===== config.mk =====
export PLATFORM = sky130hd
export DESIGN_NAME = pipe_ctrl
export DESIGN_NICKNAME = d
export VERILOG_FILES = /design/src/rtl/pipe_ctrl.sv
export SDC_FILE = /design/constraint.sdc
export NUM_CORES = 1
export LEC_CHECK = 0
export CORE_ASPECT_RATIO = 0.6
export CORE_MARGIN = 2
export CORE_UTILIZATION = 30
export CTS_CLUSTER_SIZE = 8
export DETAILED_ROUTE_END_ITERATION = 10
export GPL_TIMING_DRIVEN = 0
export HOLD_SLACK_MARGIN = 0.15
export PLACE_DENSITY_LB_ADDON = 0.12
export SYNTH_ARGS = -nofsm -noshare
export SYNTH_HDL_FRONTEND = slang
export SYNTH_SLANG_ARGS = --single-unit

===== constraint.sdc =====
create_clock -name clk -period 2.2 [get_ports clk]
set_input_delay 0.55 -clock clk [delete_from_list [all_inputs] [get_ports clk]]
set_output_delay 0.55 -clock clk [all_outputs]
set_load 0.01 [all_outputs]

===== src/rtl/pipe_ctrl.sv =====
// Pipeline control for the if -> id -> ex core: owns the fetch PC,
// turns ex jump/hold requests into flush and stall, and tracks
// multi-cycle flush and hold sequencing.
//
// state | meaning
// RUN   | normal fetch, PC advances by 4
// FLUSH | post-jump bubble cycles, flush_o held high
// HOLD  | pipeline held by ex or bus, counting held cycles
module pipe_ctrl #(
  parameter logic [31:0] RESET_PC     = 32'h0000_0000,
  parameter int unsigned FLUSH_CYCLES = 1,
  parameter int unsigned HOLD_TIMEOUT = 255
) (
  input  logic        clk,
  input  logic        rst,
  input  logic [31:0] jump_addr_i,
  input  logic        jump_en_i,
  input  logic        hold_flag_ex_i,
  input  logic        hold_flag_bus_i,
  output logic [31:0] pc_o,
  output logic        flush_o,
  output logic        stall_o,
  output logic        hold_timeout_o,
  output logic        jump_misalign_o
);

  typedef enum logic [1:0] {
    ST_RUN   = 2'd0,
    ST_FLUSH = 2'd1,
    ST_HOLD  = 2'd2
  } state_t;

  localparam logic [2:0]  FLUSH_INIT = 3'(FLUSH_CYCLES - 1);
  localparam logic [15:0] HOLD_LIMIT = 16'(HOLD_TIMEOUT);

  state_t      state_q;
  logic [31:0] pc_q, pc_d;
  logic [2:0]  flush_cnt_q;
  logic [15:0] hold_cnt_q, hold_cnt_d;
  logic        timeout_q;
  logic        misalign_q;
  logic        hold;
  logic        take;

  // Request decode; jumps are ignored while held or while already flushing
  always_comb begin
    hold = hold_flag_ex_i | hold_flag_bus_i;
    take = jump_en_i & ~hold & (state_q != ST_FLUSH);
  end

  // Next PC (jump target has bit 0 cleared) and saturating hold count
  always_comb begin
    pc_d = pc_q + 32'd4;
    if (take)      pc_d = jump_addr_i & 32'hFFFF_FFFE;
    else if (hold) pc_d = pc_q;
    hold_cnt_d = (hold_cnt_q == 16'hFFFF) ? hold_cnt_q : hold_cnt_q + 16'd1;
  end

  // Control FSM with PC, counters and sticky/pulse flags
  always_ff @(posedge clk) begin
    if (rst) begin
      state_q     <= ST_RUN;
      pc_q        <= RESET_PC;
      flush_cnt_q <= 3'd0;
      hold_cnt_q  <= 16'd0;
      timeout_q   <= 1'b0;
      misalign_q  <= 1'b0;
    end else begin
      pc_q       <= pc_d;
      misalign_q <= take & jump_addr_i[1];
      case (state_q)
        ST_RUN: begin
          if (take) begin
            if (FLUSH_CYCLES > 1) begin
              state_q     <= ST_FLUSH;
              flush_cnt_q <= FLUSH_INIT;
            end
          end else if (hold) begin
            state_q    <= ST_HOLD;
            hold_cnt_q <= 16'd1;
            if (HOLD_LIMIT == 16'd1) timeout_q <= 1'b1;
          end
        end
        ST_FLUSH: begin
          if (!hold) begin
            if (flush_cnt_q <= 3'd1) begin
              state_q     <= ST_RUN;
              flush_cnt_q <= 3'd0;
            end else begin
              flush_cnt_q <= flush_cnt_q - 3'd1;
            end
          end
        end
        ST_HOLD: begin
          if (hold) begin
            hold_cnt_q <= hold_cnt_d;
            if (hold_cnt_d == HOLD_LIMIT) timeout_q <= 1'b1;
          end else begin
            hold_cnt_q <= 16'd0;
            // A jump re-presented in the exit cycle still needs its bubbles
            if (take && (FLUSH_CYCLES > 1)) begin
              state_q     <= ST_FLUSH;
              flush_cnt_q <= FLUSH_INIT;
            end else begin
              state_q <= ST_RUN;
            end
          end
        end
        default: state_q <= ST_RUN;
      endcase
    end
  end

  // Outputs; flush and stall are forced low while reset is asserted
  always_comb begin
    pc_o            = pc_q;
    stall_o         = hold & ~rst;
    flush_o         = (take | (state_q == ST_FLUSH)) & ~rst;
    hold_timeout_o  = timeout_q;
    jump_misalign_o = misalign_q;
  end

endmodule


==> results.toml, run 1 <==
[cts]
tritoncts = "done"
insertion_delay_ns = 0.30
cts-root-buf = "clkbuf_16"
clockBufferDepth = 2
clock-sinks = 50
cts_hold_buf = 0
cts.clk_slew.worst_paths_ns = 0.07
h-tree-depth = 2
numCtsBuffers = 5

[layout]
utilization = 0.441
num-fill-cells = 1034
final_common_cell = "clkdlybuf4s50_1"
final_cell_mix = "clkdlybuf4s50_1 (64), nor2_1 (49), nand2_1 (40)"
finalInstanceArea_sq_mm = 0.00442
antenna_cells = 0
area_delta_synth_final_pct = 40.5
nets = 552
drive_above_1_share = 0.148

[drt]
wl_microns = 11900
vias = 3664
drtIter0Drc = 351
drc = 0
wire_per_inst_microns = 18.4
avgViaCountPerCell = 5.65
ant_nets = 0
dr.pass1.iters = 5

[timing]
setup_violations = 0
finalHoldViolations = 0
fin_skew_ns = 0.00542
fin_crit_ns = 2.14
relSlewSlack = 0.496
layout_worst_path_cycle_share = 0.975
rsz0062_at_grt = "true"
max_freq_ghz = 0.466
slew_viol_final = 0
tightestPinTransition_ns = 0.754
whs_ns = 0.457

[critical_path]
start_kind = "register"
cp-end-kind = "register"
criticalPathCategory = "reg -> reg"
critPathRequiredTime_ns = 2.36
r2r_cells = 7
crit_fanout = 8
crit_arrival_ns = 2.30

[place]
io_buffers = 69
placed_cell_area_sq_mm = 0.00400
hpwlAfterDp_microns = 8420
gp_congestion = 0.890

[grt]
grt_pass1_vias = 3282
overflow = 0
grt_pass1_wl_microns = 18300
grt_usage = 0.208
antenna_found_initial = 0
grt_max_degree = 15

[yosys]
netlist_instances = 421
synth_edf_count = 0
yosysWarningCount = 0
synthesis.nets = 460
syn_avg_cell_area_sq_um = 7.47
yosys.cell_types.count = 53
async_reset_ff_frac = 0
synth-seq-cells = 50
synth_ff_type = "dfxtp_1"
synth_area_sq_mm = 0.00314
ys_seq_area_frac = 0.318

[floorplanning]
die_h_microns = 83.3
rows = 28
io_pins = 73
core_sq_mm = 0.0100
fp.dieW_microns = 136
start_util = 0.314
dieArea_sq_mm = 0.0113

[power_and_ir_drop]
ir_drop_uv = 328
power_leakage_nw = 1.51
total_power_mw = 2.24
p_per_area_mw_per_mm2 = 506

[job]
drv_cap = 0

[hold_path]
hold_depth = 2
hold_class = "reg -> reg"

[run_status]
run_status = "finished clean"
-- worst max-delay path: stages, from the launching register on --
cell and delay [ns]:
dfxtp_1 0.46, nand4_4 0.20, nor4_4 0.43, nand2b_1 0.09
buf_2 0.21, nor4_4 0.28, mux2i_1 0.24, a31oi_1 0.10
-- flip-flops by register name, indices dropped and copies added, names as in the netlist --
register,count
hold_cnt_q,16
hold_timeout_o,1
jump_misalign_o,1
pc_o,31
state_q,1
-- cell type report --
type,count,area [sq um],share of cell area
well taps,135,169,0.0382
repair buffers,86,816,0.185
multi-input cells,326,1980,0.448
clock buffers,8,166,0.0377
plain buffers,32,221,0.0501
flip-flops and latches,50,1020,0.231
inverters,12,45.0,0.0102
-- per-layer routing --
metal	part of all wire	global-route usage
met1	0.52	0.339
met2	0.39	0.260
met3	0.091	0.0617
met4	0.0050	0.0313
met5	0	0
-- where the power goes --
group          switching, mW  leakage [nW]  internal, mW
clock                  0.367        0.0832         0.516
sequential            0.0460         0.412         0.935
combinational          0.193          1.02         0.178
-- final timing paths --
kind	startpoint	to	slack [ns]
hold / removal	pc_o[1]	pc_o[1]	0.46
setup reg to reg	pc_o[10]	pc_o[31]	0.06
setup / recovery	pc_o[10]	pc_o[31]	0.06
hold reg to reg	pc_o[1]	pc_o[1]	0.46
-- metrics by stage --
| stage | TNS [ns] | instances | setup WS (ns) |
|---|---|---|---|
| detailed placement | -18.15 | 625 | -1.39 |
| CTS | 0 | 640 | 0.000740 |
| global route | -0.0545 | 649 | -0.0493 |
| finish | 0 | 649 | 0.0551 |
| floorplan | 0 | 421 | 0.153 |
| global placement | -16.87 | 625 | -1.37 |
-- cells in the mapped netlist (4+ instances only) --
cell       n  area share
nor2_1    52       0.062
a22oi_1    4      0.0096
nand3b_1   4      0.0096
a21oi_1   36       0.057
dfxtp_1   50        0.32
nor4_1     5      0.0099
o22ai_1    4      0.0080
inv_1     12       0.014
nor3_1    13       0.021
or3_1      7       0.014
nand2_1   40       0.048
mux2i_1    8       0.025
clkbuf_8   5       0.022
clkbuf_1  19       0.023
a31oi_1   10       0.020
nand3_1   25       0.040
xor2_1     4       0.011
o22a_1     5       0.014
nand4_1   13       0.026
xnor2_1    5       0.014
and3_1     4      0.0080
o21ai_0   30       0.048
o31ai_1    5       0.012
a211oi_1  10       0.024
-- cell families (layout without fill, tap and decap cells) --
family	after synthesis	after routing	synth area share
AND/OR/NAND/NOR	185	185	0.304
AO/OA/AOI/OAI	120	120	0.236
flip-flops	50	50	0.318
buffers and inverters	45	138	0.0784
XOR/XNOR	9	9	0.0251
multiplexers	9	9	0.0290
adder cells (fa/ha/maj)	2	2	0.00796
other	1	1	0.00119
-- repair_timing --
item,4_1_cts,5_1_grt
setup buffers,7,10
endpoints found under the setup margin,35,32
pin swaps,5,8
resized for setup,28,26
Note: power is estimated with default switching activity, not from simulation.
==> run 2: changes to the inputs <==
--- a/config.mk
+++ b/config.mk
@@ -5,9 +5,10 @@
 export SDC_FILE = /design/constraint.sdc
 export NUM_CORES = 1
 export LEC_CHECK = 0
+export CAP_MARGIN = 15
 export CORE_ASPECT_RATIO = 0.6
 export CORE_MARGIN = 2
-export CORE_UTILIZATION = 30
+export CORE_UTILIZATION = 40
 export CTS_CLUSTER_SIZE = 8
 export DETAILED_ROUTE_END_ITERATION = 10
 export GPL_TIMING_DRIVEN = 0
==> run 2 against run 1 <==
Clock skew is essentially flat. Count of clock-buffer cells in the layout down 3. Via count decreased by 0.11%. Sequential power about the same. Non-clock buffer count down 7. Total power is 0.58% higher. Combinational power barely moved. Critical path type is now in -> out. Largest cell class unchanged. Largest power group unchanged.
==> results.toml, run 2 (same netlist as run 1, synthesis figures left out) <==
[run_status]
run_status = "finished clean"

[cts]
clockBufferDepth = 2
h-tree-depth = 2
numCtsBuffers = 5
cts.clk_slew.worst_paths_ns = 0.07
tritoncts = "done"
insertion_delay_ns = 0.29
clock-sinks = 50
cts-root-buf = "clkbuf_16"

[grt]
overflow = 0
grt_pass1_vias = 3328
grt_max_degree = 16
antenna_found_initial = 0
grt_usage = 0.267
grt_pass1_wl_microns = 18100

[place]
io_buffers = 69
hpwlAfterDp_microns = 7920
gp_congestion = 0.928
dp_slack_ns = -1.26
placed_cell_area_sq_mm = 0.00397

[drt]
wl_microns = 11200
dr.pass1.iters = 5
ant_nets = 0
drtIter0Drc = 487
avgViaCountPerCell = 5.99
vias = 3660
wire_per_inst_microns = 18.3
drc = 0

[critical_path]
crit_chain = "clkdlybuf4s15_2 > clkbuf_8 > clkbuf_4 > nand2_2 > nor2_2 > buf_2"
path_buf_inv = 4
cp_slowest_cell = "clkdlybuf4s15_2"
crit_family = "buffers and inverters"
crit_arrival_ns = 1.56
crit_fanout = 10
critPathRequiredTime_ns = 1.65
start_kind = "primary input"
slowest_delay_ns = 0.23
criticalPathCategory = "in -> out"
cp-end-kind = "primary output"

[layout]
antenna_cells = 0
largest_reg_flops = 31
nets = 545
final_cell_mix = "clkdlybuf4s50_1 (64), nor2_1 (47), dfxtp_1 (43)"
final_common_cell = "clkdlybuf4s50_1"
finalInstanceArea_sq_mm = 0.00433
drive_above_1_share = 0.134
area_delta_synth_final_pct = 37.7

[floorplanning]
fp.dieW_microns = 118
dieArea_sq_mm = 0.00861
die_h_microns = 72.7
rows = 24
core_sq_mm = 0.00745
start_util = 0.422
io_pins = 73

[power_and_ir_drop]
p_seq_frac = 0.437
switching_share = 0.267
internal_power_mw = 1.65
p_per_area_mw_per_mm2 = 519
ir_drop_uv = 337
clkPwrFrac = 0.399
power_leakage_nw = 1.48
p_comb_frac = 0.165
switchingPower_mw = 0.600

[timing]
rsz0062_at_grt = "true"
max_freq_ghz = 0.475
fin_skew_ns = 0.00540
fin_crit_ns = 2.11
relSlewSlack = 0.578
slew_viol_final = 0
tightestPinTransition_ns = 0.633
finalHoldViolations = 0
layout_worst_path_cycle_share = 0.957
finalSetupTns_ns = 0
setup_ws_ns = 0.0947
setup_violations = 0

[job]
drv_cap = 0

[hold_path]
hold_class = "reg -> reg"
run 2: cell count changes in the layout (fill, tap and decap cells not counted), moves of 2 or more:
cell | previous run | this run
buf_4 | 20 | 12
clkinv_2 | 0 | 2
clkbuf_8 | 9 | 6
nor2_1 | 49 | 47
dfxtp_4 | 3 | 0
dfxtp_1 | 39 | 43
run 2: tightest hold or removal path, delay by kind of cell (launching register included):
family | cells | cell delay (ns)
compound gates | 1 | 0.05
simple gates | 1 | 0.06
flops | 1 | 0.33
run 2: repair_timing:
item,4_1_cts,5_1_grt
resized for setup,26,24
endpoints found under the hold margin,0,0
setup buffers,7,2
pin swaps,5,3
hold buffers,0,0
setup endpoints to repair,32,26
run 2: path summary, 6_finish.rpt:
path                                        to  slack [ns]            from  cells after the start
worst max-delay path                   flush_o        0.09       jump_en_i                      6
worst min-delay path            hold_timeout_o        0.47  hold_timeout_o                      2
worst max register to register        pc_o[24]        0.12        pc_o[10]                      7
worst min register to register  hold_timeout_o        0.47  hold_timeout_o                      2
run 2: cell type report:
type,instances,area (sq um)
Inverter,12,45.0
Timing Repair Buffer,78,757
Multi-Input combinational cell,326,2010
Clock inverter,3,40.0
Fill cell,719,3120
Sequential cell,50,1010
Buffer,33,218
Tap cell,104,130
Clock buffer,5,125
run 2: per-layer routing:
layer	vias to the layer above	global-route usage	wire length [microns]
li1	1708	-	-
met1	1684	0.416	5300
met2	251	0.377	4360
met3	17	0.0508	1390
met4	0	0.0556	145
met5	-	0	0
run 2: through the flow:
stage	total power [mW]	std cells	hold slack (ns)	utilization
global placement	1.34	594	0.448	0.532
detailed placement	1.34	594	0.455	0.532
finish	2.25	611	0.471	0.581
global route	2.33	611	0.508	0.581
CTS	2.24	609	0.474	0.569
floorplan	1.16	421	0.481	-
run 2: power groups by stage:
stage,registers [mW],logic (mW),clock network (mW)
after floorplan,0.999,0.158,0
after global placement,0.996,0.344,0
after detailed placement,0.996,0.347,0
after CTS,0.976,0.358,0.905
after global routing,0.987,0.398,0.942
final,0.982,0.371,0.896
